===== src/rtl/i2c_pkg.sv =====
// Shared I2C definitions: master FSM states and bus-level constants.
package i2c_pkg;

    typedef enum logic [2:0] {
        IDLE,
        START,
        BIT,
        ACK,
        HOLD,
        STOP
    } i2c_mstate_t;

    localparam logic I2C_RELEASE   = 1'b1;
    localparam logic I2C_DRIVE_LOW = 1'b0;
    localparam logic I2C_RW_WRITE  = 1'b0;

endpackage


===== src/rtl/i2c_tick_gen.sv =====
// Quarter-period tick generator: counts 0..CLK_DIV-1 while run is high, pulses tick on the last count.
// Cleared whenever run is low; stall freezes the count (used for SCL stretching and slave timeouts).
module i2c_tick_gen #(
    parameter int CLK_DIV = 250
) (
    input  logic clk,
    input  logic rst,
    input  logic run,
    input  logic stall,
    output logic tick
);

    localparam int CW = $clog2(CLK_DIV);
    localparam logic [CW-1:0] LAST = CW'(CLK_DIV - 1);

    logic [CW-1:0] cnt;

    always_ff @(posedge clk or posedge rst) begin
        if (rst) begin
            cnt <= '0;
        end else if (!run) begin
            cnt <= '0;
        end else if (!stall) begin
            cnt <= (cnt == LAST) ? '0 : cnt + CW'(1);
        end
    end

    assign tick = run && !stall && (cnt == LAST);

endmodule


===== src/rtl/i2c_master_tx.sv =====
// Write-only I2C master: START, address+W, valid/ready-fed data bytes with ACK check, STOP.
// Optional SCL clock stretching by the slave when I2C_CLK_STRETCH_EN is defined.
module i2c_master_tx
    import i2c_pkg::*;
#(
    parameter int CLK_DIV = 250
) (
    input  logic       clk,
    input  logic       rst,
    input  logic       start,
    input  logic [6:0] dev_addr,
    input  logic [7:0] tx_data,
    input  logic       tx_valid,
    input  logic       tx_last,
    output logic       tx_ready,
    input  logic       sda_in,
    input  logic       scl_in,
    output logic       scl_out,
    output logic       sda_out,
    output logic       busy,
    output logic       done,
    output logic       nack_err
);

    i2c_mstate_t state;
    logic [1:0]  q;
    logic [2:0]  bit_cnt;
    logic [7:0]  shift;
    logic        last_byte;
    logic        run;
    logic        stall;
    logic        tick;

    assign run = (state == START) || (state == BIT) || (state == ACK) || (state == STOP);

`ifdef I2C_CLK_STRETCH_EN
    // Freeze only where we have just released SCL and the slave still holds it low.
    assign stall = scl_out && !scl_in &&
                   ((((state == BIT) || (state == ACK)) && (q == 2'd3)) ||
                    ((state == STOP) && (q == 2'd1)));
`else
    assign stall = 1'b0 & scl_in;
`endif

    i2c_tick_gen #(.CLK_DIV(CLK_DIV)) u_tick (
        .clk   (clk),
        .rst   (rst),
        .run   (run),
        .stall (stall),
        .tick  (tick)
    );

    always_ff @(posedge clk or posedge rst) begin
        if (rst) begin
            state     <= IDLE;
            q         <= 2'd0;
            bit_cnt   <= 3'd0;
            shift     <= 8'd0;
            last_byte <= 1'b0;
            scl_out   <= I2C_RELEASE;
            sda_out   <= I2C_RELEASE;
            tx_ready  <= 1'b0;
            busy      <= 1'b0;
            done      <= 1'b0;
            nack_err  <= 1'b0;
        end else begin
            done <= 1'b0;
            case (state)
                IDLE: begin
                    // A start coinciding with the done pulse is dropped.
                    if (start && !done) begin
                        shift     <= {dev_addr, I2C_RW_WRITE};
                        last_byte <= 1'b0;
                        nack_err  <= 1'b0;
                        busy      <= 1'b1;
                        q         <= 2'd0;
                        state     <= START;
                    end
                end
                START: begin
                    if (tick) begin
                        if (q == 2'd0) begin
                            q       <= 2'd1;
                            sda_out <= I2C_DRIVE_LOW;
                        end else begin
                            q       <= 2'd0;
                            bit_cnt <= 3'd7;
                            scl_out <= I2C_DRIVE_LOW;
                            sda_out <= shift[7];
                            state   <= BIT;
                        end
                    end
                end
                BIT: begin
                    if (tick) begin
                        q <= q + 2'd1;
                        if (q == 2'd1) scl_out <= I2C_RELEASE;
                        if (q == 2'd3) begin
                            shift   <= shift << 1;
                            scl_out <= I2C_DRIVE_LOW;
                            if (bit_cnt == 3'd0) begin
                                sda_out <= I2C_RELEASE;
                                state   <= ACK;
                            end else begin
                                bit_cnt <= bit_cnt - 3'd1;
                                sda_out <= shift[6];
                            end
                        end
                    end
                end
                ACK: begin
                    if (tick) begin
                        q <= q + 2'd1;
                        if (q == 2'd1) scl_out <= I2C_RELEASE;
                        if ((q == 2'd2) && (sda_in == I2C_RELEASE)) nack_err <= 1'b1;
                        if (q == 2'd3) begin
                            scl_out <= I2C_DRIVE_LOW;
                            sda_out <= I2C_DRIVE_LOW;
                            if (nack_err || last_byte) begin
                                state <= STOP;
                            end else begin
                                tx_ready <= 1'b1;
                                state    <= HOLD;
                            end
                        end
                    end
                end
                HOLD: begin
                    if (tx_valid && tx_ready) begin
                        shift     <= tx_data;
                        last_byte <= tx_last;
                        bit_cnt   <= 3'd7;
                        tx_ready  <= 1'b0;
                        sda_out   <= tx_data[7];
                        q         <= 2'd0;
                        state     <= BIT;
                    end
                end
                STOP: begin
                    if (tick) begin
                        q <= q + 2'd1;
                        if (q == 2'd0) scl_out <= I2C_RELEASE;
                        if (q == 2'd1) sda_out <= I2C_RELEASE;
                        if (q == 2'd3) begin
                            busy  <= 1'b0;
                            done  <= 1'b1;
                            state <= IDLE;
                        end
                    end
                end
                default: state <= IDLE;
            endcase
        end
    end

endmodule

===== config.mk =====
export PLATFORM = sky130hd
export DESIGN_NAME = i2c_master_tx
export DESIGN_NICKNAME = d
export VERILOG_FILES = /design/src/rtl/i2c_pkg.sv /design/src/rtl/i2c_tick_gen.sv /design/src/rtl/i2c_master_tx.sv
export SDC_FILE = /design/constraint.sdc
export NUM_CORES = 1
export LEC_CHECK = 0
export CORE_AREA = 2 2 65 67
export CTS_CLUSTER_DIAMETER = 150
export DETAILED_ROUTE_END_ITERATION = 10
export DIE_AREA = 0 0 67 69
export PLACE_DENSITY = 0.77
export SYNTH_ARGS = -nofsm -noshare
export SYNTH_HDL_FRONTEND = slang
export SYNTH_SLANG_ARGS = --single-unit

===== constraint.sdc =====
create_clock -name clk -period 2 [get_ports clk]
set_input_delay 0.3 -clock clk [delete_from_list [all_inputs] [get_ports clk]]
set_output_delay 0.3 -clock clk [all_outputs]
set_load 0.1 [all_outputs]

==> flow_metrics.env <==
export IMPL_ys_warn_count=0
export IMPL_io_pins=28
export IMPL_r2r_cells=4
export IMPL_ys_ff_latch=31
export IMPL_clkSinkCount=31
export IMPL_vdd_drop_max_mv=0.473
export IMPL_power_density_nw_per_um2=466
export IMPL_syn_area_um2=2070
export IMPL_grt_max_degree=32
export IMPL_netlist_area_leader_share_pct=35.0
export IMPL_worstPathCellList="nor3b_1 -> a2bb2oi_1 -> nand4_2 -> mux2_1"
export IMPL_die_y_um=69
export IMPL_hp_class="primary input to async pin"
export IMPL_place_inst=317
export IMPL_synth_edf_count=0
export IMPL_timing_fmax_mhz=545
export IMPL_ctsHoldBuffers=0
export IMPL_synth_flop_cell="dfrtp_1"
export IMPL_setup_viol=0
export IMPL_core_area_um2=3910
export IMPL_reg2reg_from="state[2]$_DFFE_PP0P_"
export IMPL_initial_core_util_pct=52.9
export IMPL_row_count=23
export IMPL_period_share_pct=91.7
export IMPL_post_cts_buffers=0
export IMPL_grt_pass1_vias=1709
export IMPL_cp_max_fo=16
export IMPL_antennaDiodeCount=0
export IMPL_max_stage_delay_ps=640
export IMPL_cp_slowest_cell="dfrtp_1"
export IMPL_clock_skew_ps=13.4
export IMPL_synthMostInstantiatedCell="nor2_1"
export IMPL_status="complete, no violations"
export IMPL_drc=0
export IMPL_yosysUniqueCellTypes=50
export IMPL_placed_cell_area_um2=2460
export IMPL_synthTopCellsByCount="nor2_1, dfrtp_1, inv_1, nand2_1, a21oi_1"
export IMPL_ys_async_sr_fraction_pct=100
export IMPL_synth_top_cell_by_area="dfrtp_1"
export IMPL_dieArea_um2=4620
export IMPL_relSlewSlack_pct=68.7
export IMPL_leakage_nw=1.25
export IMPL_dp_final_hpwl_um=3310
export IMPL_htreeDepth=2
export IMPL_drive_above_1_share_pct=17.2
export IMPL_max_cap_viol_count=0
export IMPL_portBuffers=26
export IMPL_grt_total_usage_pct=21.7
export IMPL_tightest_slew_ps=470
export IMPL_syn_nets=264
export IMPL_grt_overflow=0
export IMPL_finalHoldViolCount=0
export IMPL_syn_avg_cell_area_um2=8.85
export IMPL_nets=304
export IMPL_rsz0062_at_grt="false"
export IMPL_period_minus_slack_ps=1830
export IMPL_ys_seq_area_share_pct=37.6
export IMPL_via_count=1802
export IMPL_start_kind="flop"
export IMPL_avgViaCountPerCell=5.56
export IMPL_drt_iter0_drc=132
export IMPL_drtPass1Iterations=4
export IMPL_routabilityCongestion=0.887
export IMPL_die_w_um=67
export IMPL_totalWireLength_um=4490
export IMPL_rrSetupSlack_ps=170
export IMPL_wire_per_inst_um=13.9
export IMPL_reg2reg_to="state[0]$_DFFE_PP0P_"
export IMPL_crit_arrival_ps=2000
export IMPL_cts_reportedPaths_clkPinSlew_ps=70
export IMPL_synthTopCellsByArea="dfrtp_1, nor2_1, ha_1"
export IMPL_grt_pass1_wl_um=7770
export IMPL_syn_to_final_growth_pct=23.1
export IMPL_cts_buffer_depth=2
export IMPL_critPathKind="flop to flop"
export IMPL_design_area_um2=2550
export IMPL_synthCells=234
export IMPL_cts_tree="yes"
export IMPL_cts_root_buffer="clkbuf_8"
export IMPL_required_ps=2170
export IMPL_antenna_left=0
export IMPL_finalNonFillerCells=324
export IMPL_worstSetupEndpointType="flop"
export IMPL_grt_antenna_before_repair=0
export IMPL_cts_resized_gates=0
export IMPL_slew_viol_final=0
export IMPL_worstSkewPairLatency_ps=280
export IMPL_cts_made_buffers=5
-- critical path, delay by kind of cell, from the launching register on --
| family | cells | cell delay (ps) |
|---|---|---|
| DFF | 1 | 640 |
| and+or+nand+nor | 2 | 570 |
| AOI/OAI and AO/OA | 1 | 170 |
| muxes | 1 | 340 |
-- cell usage in the layout (no fill, tap or decap), types with 3 or more instances in the layout --
| cell | instances |
|---|---|
| nor2_1 | 33 |
| dfrtp_1 | 28 |
| buf_4 | 25 |
| clkdlybuf4s50_1 | 20 |
| inv_1 | 18 |
| nand2_1 | 17 |
| a21oi_1 | 14 |
| o21ai_0 | 11 |
| mux2i_1 | 10 |
| o211ai_1 | 9 |
| ha_1 | 8 |
| o221ai_1 | 7 |
| nand3_1 | 6 |
| nor2b_1 | 6 |
| clkbuf_8 | 6 |
| nand2b_1 | 4 |
| mux2_2 | 4 |
| a41oi_1 | 3 |
| nand3b_1 | 3 |
| xor2_1 | 3 |
-- cell families (layout without fill, tap and decap cells) --
logic type | after synthesis | in the layout | synth area share [%]
and+or+nand+nor | 86 | 86 | 21.4
buffers and inverters | 31 | 71 | 6.40
DFF | 31 | 31 | 37.6
adders and majority gates | 8 | 8 | 4.83
muxes | 16 | 16 | 8.10
AOI/OAI and AO/OA | 58 | 58 | 20.0
xor gates and xnor gates | 4 | 4 | 1.69
-- power by group --
group | leakage, nW | internal (mW) | switching [mW]
registers | 0.347 | 0.627 | 0
clock network | 0.0470 | 0.269 | 0.222
logic | 0.857 | 0.0408 | 0.0270
-- per-layer routing --
layer / routed length, um / vias to the layer above / share of wire, % / GRT usage (%)
met2: 2170 / 49 / 48 / 34.0
met1: 2030 / 836 / 45 / 29.0
met4: 39 / 0 / 0.87 / 6.58
li1: - / 913 / - / -
met5: 0 / - / 0 / 0
met3: 249 / 4 / 5.5 / 5.87
-- final cells by class --
class / count / area (um2)
multi-input combinational: 172 / 1160
clock inverter: 1 / 5.00
fill: 356 / 1370
tap: 50 / 62.6
timing repair buffer: 45 / 388
clock buffer: 6 / 82.6
sequential: 31 / 779
inverter: 19 / 71.3
-- state kept, by name, indices dropped and copies added, names as in the netlist --
register / cells
tx_ready: 1
state: 3
last_byte: 1
u_tick.cnt: 8
busy: 1
nack_err: 1
sda_out: 1
bit_cnt: 3
q: 2
shift: 8
done: 1
scl_out: 1
-- per-stage QoR --
stage                     power, mW  util, %  hold WS [ps]  setup TNS, ps  setup WS (ps)
after floorplan               0.658        -           402              0           5.40
after global placement        0.707     62.9           465              0           31.9
after detailed placement      0.707     62.9           467         -0.637         -0.637
after CTS                      1.20     65.1           420              0            143
after global routing           1.24     65.1           463              0           15.3
final                          1.19     65.1           413              0            166
-- how the worst max path moves through the flow --
stage                              start                    to  slack, ps
finish              state[2]$_DFFE_PP0P_  state[0]$_DFFE_PP0P_        170
CTS                     q[0]$_DFFE_PP0P_   scl_out$_DFFE_PP1P_        140
floorplan           tx_ready$_DFFE_PP0P_  shift[0]$_DFFE_PP0P_          5
global route        state[2]$_DFFE_PP0P_  state[0]$_DFFE_PP0P_         20
global placement                   start  state[0]$_DFFE_PP0P_         30
detailed placement                 start  state[0]$_DFFE_PP0P_       -0.6
Power figures use the tool's default switching activity.
